File: src/rtl/fetch_queue.sv
// Fetch queue: issues PC reads to a 1-cycle synchronous imem and buffers {instr, pc} for decode.
// Define FETCH_QUEUE_PERF_EN to add the perf_stall_cnt / perf_flush_cnt counter outputs.
module fetch_queue #(
  parameter int          DEPTH      = 2,
  parameter logic [31:0] RESET_VECT = 32'h0000_0000,
  parameter int          DATA_W     = 32,
  // Address width follows the PC reset vector width
  localparam int         AW         = $bits(RESET_VECT)
) (
  input  logic              clk,
  input  logic              reset,
  input  logic [AW-1:0]     pc,
  input  logic              pc_ena,
  input  logic              redirect,
  output logic              pc_stall,
  output logic              imem_en,
  output logic [AW-1:0]     imem_addr,
  input  logic [DATA_W-1:0] imem_rdata,
  output logic              out_valid,
  input  logic              out_ready,
  output logic [DATA_W-1:0] out_instr,
  output logic [AW-1:0]     out_pc
`ifdef FETCH_QUEUE_PERF_EN
  ,
  output logic [31:0]       perf_stall_cnt,
  output logic [31:0]       perf_flush_cnt
`endif
);

  localparam int PW = $clog2(DEPTH);
  localparam int CW = $clog2(DEPTH + 1);

  logic [DATA_W-1:0] instr_mem [DEPTH];
  logic [AW-1:0]     pc_mem    [DEPTH];
  logic [PW-1:0]     head;
  logic [PW-1:0]     tail;
  logic [CW-1:0]     count;
  logic              vld_p1;
  logic [AW-1:0]     tag_p1;
  logic              pop;
  logic              wr_en;
  logic              issue;
  logic [CW:0]       occ;

  function automatic logic [PW-1:0] ptr_inc(input logic [PW-1:0] p);
    return (p == PW'(DEPTH - 1)) ? '0 : p + PW'(1);
  endfunction

  assign out_valid = (count != '0);
  assign pop       = out_valid & out_ready;

  // Occupancy after this edge if we did not issue; an issue is only safe below DEPTH.
  assign occ      = {1'b0, count} + {{CW{1'b0}}, vld_p1} - {{CW{1'b0}}, pop};
  assign pc_stall = ~redirect & (occ >= (CW + 1)'(DEPTH));

  // p0: issue read to imem
  assign issue     = pc_ena & ~pc_stall & ~redirect & ~reset;
  assign imem_en   = issue;
  assign imem_addr = pc;

  // p1: response returns, captured at the tail unless flushed
  assign wr_en = vld_p1 & ~redirect;

  // Storage is not reset, so outputs are gated to stay zero while empty.
  assign out_instr = out_valid ? instr_mem[head] : '0;
  assign out_pc    = out_valid ? pc_mem[head]    : '0;

  always_ff @(posedge clk) begin
    if (reset) begin
      count  <= '0;
      head   <= '0;
      tail   <= '0;
      vld_p1 <= 1'b0;
    end else if (redirect) begin
      count  <= '0;
      head   <= '0;
      tail   <= '0;
      vld_p1 <= 1'b0;
    end else begin
      vld_p1 <= issue;
      if (wr_en) tail <= ptr_inc(tail);
      if (pop)   head <= ptr_inc(head);
      unique case ({wr_en, pop})
        2'b10:   count <= count + CW'(1);
        2'b01:   count <= count - CW'(1);
        default: count <= count;
      endcase
    end
  end

  always_ff @(posedge clk) begin
    if (issue) tag_p1 <= pc;
    if (wr_en) begin
      instr_mem[tail] <= imem_rdata;
      pc_mem[tail]    <= tag_p1;
    end
  end

`ifdef FETCH_QUEUE_PERF_EN
  // Flush count includes buffered entries plus a response still in flight.
  always_ff @(posedge clk) begin
    if (reset) begin
      perf_stall_cnt <= '0;
      perf_flush_cnt <= '0;
    end else begin
      if (pc_stall) perf_stall_cnt <= perf_stall_cnt + 32'd1;
      if (redirect) perf_flush_cnt <= perf_flush_cnt + 32'(count) + 32'(vld_p1);
    end
  end
`endif

endmodule

File: config.mk
export PLATFORM = sky130hd
export DESIGN_NAME = fetch_queue
export DESIGN_NICKNAME = d
export VERILOG_FILES = /design/src/rtl/fetch_queue.sv
export SDC_FILE = /design/constraint.sdc
export NUM_CORES = 1
export LEC_CHECK = 0
export ABC_AREA = 1
export CAP_MARGIN = 20
export CORE_MARGIN = 1.5
export CORE_UTILIZATION = 52
export DETAILED_ROUTE_END_ITERATION = 8
export GPL_TIMING_DRIVEN = 1
export MAX_ROUTING_LAYER = met4
export PLACE_DENSITY = 0.92
export SLEW_MARGIN = 0
export SYNTH_ARGS = -nofsm -noshare
export SYNTH_HDL_FRONTEND = slang
export SYNTH_SLANG_ARGS = --single-unit
File: constraint.sdc
create_clock -name clk -period 13.2 [get_ports clk]
set_input_delay 2.64 -clock clk [delete_from_list [all_inputs] [get_ports clk]]
set_output_delay 2.64 -clock clk [all_outputs]
set_load 0.005 [all_outputs]
## Yosys cells after proc, flatten, opt, wreduce, memory -nomap -nowiden

Memories as Yosys holds them, arrays and structs flattened. A register that Yosys moved wholly into a read port is not among the register bits.
Cells that the tools add are included.

| storage, ports and cells | value |
|---|---|
| register bits after elaboration | 37 |
| bits in latches | 0 |
| RAM bits | 128 |
| memory bits (read-only) | 0 |
| bits of input ports | 69 |
| output and inout bits | 99 |
| logic and storage cells | 39 |
| memories | 2 |

Memories:

| name | depth | width | rd ports | clocked after memory_dff | wr ports | RTL line | text |
|---|---|---|---|---|---|---|---|
| instr_mem | 2 | 32 | 1 | 1 | 1 | 33 | `logic [DATA_W-1:0] instr_mem [DEPTH];` |
| pc_mem | 2 | 32 | 1 | 1 | 1 | 34 | `logic [AW-1:0] pc_mem [DEPTH];` |

| cells by class | value |
|---|---|
| add/sub/neg operators | 6 |
| multipliers | 0 |
| divide/modulo/power cells | 0 |
| order comparisons | 1 |
| eq/ne operators | 2 |
| shifts and indexed selects | 0 |
| multiplexer cells | 11 |
| bitwise operators | 9 |
| reductions and logical operators | 3 |

Operators by type and width:

| operator | number |
|---|---|
| $mux 32 | 2 |
| $mux 1 | 8 |
| $and 1x1->1 | 6 |
| $pmux 2 s2 | 1 |
| $reduce_bool 2->1 | 2 |
| $add 2x1->3 | 1 |
| $ge 3x2->1 const B | 1 |
| $not 1->1 | 3 |
| $sub 3x1->3 | 1 |
| $add 1x1->1 const B | 2 |
| $add 2x1->2 const B | 1 |
| $eq 2x1->1 const B | 1 |
| $eq 2x2->1 const B | 1 |
| $reduce_or 2->1 | 1 |
| $sub 2x1->2 const B | 1 |

## Longest topological paths before layout

| logic depth | value |
|---|---|
| depth in word-level cells | 9 |
| gate-level depth with buffers | 10 |
| gate-level depth less buffers | 10 |

## Least setup slack after synthesis

Ideal clock, no wire load.

| timing | value |
|---|---|
| path kind | in2out |
| from | in out_ready |
| to | out imem_en |
| data arrival time | 5431 ps |
| data required time | 10560 ps |
| setup slack | 5129 ps |
| stages | 7 |
| buffers on the path | 0 |
| cells stage by stage | inv_1 > nor2_1 > ha_1 > or2_2 > fa_1 > o21ai_0 > nor2_1 |

| between the ends | value |
|---|---|
| longest elaborated chain between the ends | 8 |

Ends and longest elaborated chain:

| element | RTL line | text |
|---|---|---|
| start, declared | 20 | `input logic out_ready,` |
| $and 1x1->1 | 50 | `assign pop = out_valid & out_ready;` |
| via pop | 40 | `logic pop;` |
| $sub 3x1->3 | 53 | `assign occ = {1'b0, count} + {{CW{1'b0}}, vld_p1} - {{CW{1'b0}}, pop};` |
| $ge 3x2->1 | 54 | `assign pc_stall = ~redirect & (occ >= (CW + 1)'(DEPTH));` |
| $and 1x1->1 | 54 |  |
| $not 1->1 | 57 | `assign issue = pc_ena & ~pc_stall & ~redirect & ~reset;` |
| $and 1x1->1 (3 in series) | 57 |  |
| end, declared | 16 | `output logic imem_en,` |

The timed path passes the listed nets, and every way through them passes these cells.

## Worst setup path after layout

Ends and elaborated chain as after synthesis.

==> summary.txt <==
STA
  • Hold Vio Cnt, Final: 0
  • Setup_tns: 0 ns
  • Crit path time final: 8.44 ns
  • Tcrit/Tclk final: 63.9%
  • Fin. max-slew vios: 0
  • Final setup fails: 0
  • RSZ-0062 raised after global routing: false
  • Skew final: 0.00609 ns
  • Min Hold Slack: 0.444 ns
  • Fmax achieved: 119 MHz
  • Final worst setup slack: 4.76 ns
  • Slew at the pin closest to its max-slew limit: 0.987 ns
  • Slew margin rel.: 34.2%

Yosys
  • Post-Synth Simple-Gate Area: 9.05%
  • Syn nets: 528
  • Post-synthesis sequential area ratio: 75.6%
  • Synth unique cells: 17
  • Synth top cells by count: edfxtp_1, nand2_1, a21oi_2
  • Yosys top cell area share: 73.7%
  • Main combinational cell family by area after synthesis: simple AND/OR/NAND/NOR gates
  • Seq cells post-synth: 166
  • Synth area leaders: edfxtp_1, nand2_1, a21oi_2
  • Mean post-synth cell area: 14.3 sq um
  • Synth Area in Adders: 0.691%
  • YS warnings: 0
  • Synth async-reset ratio: 0%
  • Cell taking the most area after synthesis: edfxtp_1
  • Cells after Synth: 456
  • Cell Area, Synth: 0.00651 sq mm
  • Compound-Gate Fraction of Synth Area: 8.12%
  • EDFF count, synth: 160
  • Mux contribution to synthesized area: 0%
  • Post-synthesis xor/xnor area fraction: 0%
  • Count leader, synth: edfxtp_1
  • Synth Flop Type: edfxtp_1

Clocking
  • Postcts setup bufs: 0
  • Hold Buf Count CTS: 0
  • Worst-skew pair later-pin latency: 0.41 ns
  • Clock root buffer: clkbuf_16
  • # resized after CTS: 0
  • Max clock buf depth: 2
  • CTS H-tree depth: 4
  • Clock transition at path regs: 0.06 ns
  • Clk sinks: 166
  • CTS tree: done
  • Inserted Clock Buffers: 17

Detailed routing
  • Final WL: 12.6 mm
  • Routed WL per cell: 16.3 microns
  • ANT nets after route: 0
  • Initial DRC Count: 225
  • Routed vias: 3,927
  • DR DRC count: 0
  • Pre-Repair DR Iteration Count: 4
  • Vias per Instance: 5.06

Critical path
  • WP data arrival: 5.80 ns
  • Critical Path RT: 10.56 ns
  • Crit path launch type: input port
  • CP Cell Sequence: clkdlybuf4s50_1, inv_1, nor2_1, ha_1, or2_2, fa_1, nor2_1, o21ai_0, nor2_4, buf_4, clkdlybuf4s50_1
  • Slowest CP cell: clkdlybuf4s50_1
  • Crit-path max cell delay: 0.59 ns
  • Crit Path Class: input port to output pin
  • CP endpoint kind: output pin
  • Crit-path max FO: 33
  • CP bufs+invs: 4
  • Cell family with most CP delay: buffers and inverters

Die
  • Initial core utilization: 53.8%
  • Die ar.: 0.0132 sq mm
  • Core Area: 0.0121 sq mm
  • Std cell rows: 40
  • Die height: 115 microns
  • IO Count: 168
  • Die Wd: 115 microns

Placement
  • Port Buf Inserts: 167
  • Post-Place Worst Slack: 4.76 ns
  • DP HPWL: 7.87 mm
  • GPL Wtd Cong: 0.777

Global route
  • Met3 Use GR: 5.11%
  • Global-route wire length before repair: 19.1 mm
  • GRT Residual Overflow: 0
  • Met1 Use GR: 22.1%
  • Initial antenna violation count: 0
  • Gr usage total: 20.0%
  • Busiest grt layer: met2
  • GR Util met2: 35.2%
  • Largest net degree at the start of global routing: 66
  • Vias in the first global route: 3,919

Final layout
  • Area growth, synth to finish: 33.7%
  • # diodes: 0
  • Fill cells: 786
  • Layout net count: 668
  • Layout cell share with drive strength beyond 1: 15.3%
  • Reg area: 0.00493 sq mm
  • Area of the multi-input gates: 0.00119 sq mm

Status
  • Status: complete, no violations

Power
  • Leakage: 2.92 nW
  • Max VDD drop: 0.104 mV
  • PD cells: 131 mW/mm^2
  • Pwr Total: 1.14 mW

Job
  • Max-Cap Viols: 0

Min path
  • Type of the worst min-delay path: flip-flop to flip-flop
==> power by group <==
group          internal (mW)  switching (mW)  total (mW)  leakage, nW
sequential             0.584         0.00264       0.587         1.50
combinational         0.0326          0.0199      0.0525         1.13
clock                  0.315           0.189       0.504        0.284
total                  0.931           0.212        1.14         2.92
==> placed cells by master, fill, tap and decap left out, drive strengths merged <==
master | netlist | final
fa | 1 | 1
buf | 52 | 6
nand4 | 1 | 1
nand2 | 138 | 138
clkbuf | 0 | 18
clkinvlp | 0 | 5
ha | 2 | 2
edfxtp | 160 | 160
dfxtp | 6 | 6
clkinv | 0 | 3
or2 | 1 | 1
nor2 | 15 | 15
o21ai | 3 | 3
clkdlybuf4s50 | 0 | 167
a21oi | 66 | 66
bufinv | 0 | 4
inv | 11 | 12
==> final timing paths <==
kind / start / end / slack, ns / cells past startpoint
min reg2reg: tag_p1[30] / pc_mem[1][30] / 0.44 / 0
min: tag_p1[30] / pc_mem[1][30] / 0.44 / 0
max reg2reg: count[1] / tag_p1[6] / 10.21 / 9
max: out_ready / imem_en / 4.76 / 11
==> through the flow <==
step	std cells	util, %	instance area, sq um
finish	776	71.9	8710
global route	776	71.9	8710
CTS	775	71.7	8690
detailed placement	744	66.7	8080
global placement	744	66.7	8080
floorplan	456	-	6520
==> cells by family (layout without fill, tap and decap cells) <==
| kind of cell | Yosys count | in the layout |
|---|---|---|
| buffers and inverters | 63 | 215 |
| DFF | 166 | 166 |
| AOI/OAI and AO/OA | 69 | 69 |
| and+or+nand+nor | 155 | 155 |
| adders and majority gates | 3 | 3 |
==> metal layers <==
layer	wire length, microns	vias to the layer above	part of all wire, %
met5	0	-	0
met4	179	0	1.4
met1	5090	1907	40
met2	6730	154	53
met3	644	19	5.1
li1	-	1847	-
==> registers in the layout (all words and copies together) (netlist names), named ones only <==
signal and flops:
count 2, tail 1, pc_mem 64, head 1, instr_mem 64, vld_p1 1
tag_p1 32
==> worst register-to-register path: stages (launching register included) <==
cell	delay, ns
dfxtp_1	0.49
nor2_4	0.07
nor2_1	0.23
ha_1	0.28
or2_2	0.31
fa_1	0.40
nor2_1	0.11
o21ai_0	0.21
nor2_4	0.13
buf_4	0.39
==> final cells by class <==
cell class                 count  share of cell area [%]
sequential                   166                    56.6
timing repair buffer         173                    19.9
multi-input combinational    227                    13.7
clock buffer                  18                    4.93
tap                          168                    2.41
clock inverter                13                    2.08
inverter                      11                   0.474
(Power assumes the default switching activity.)
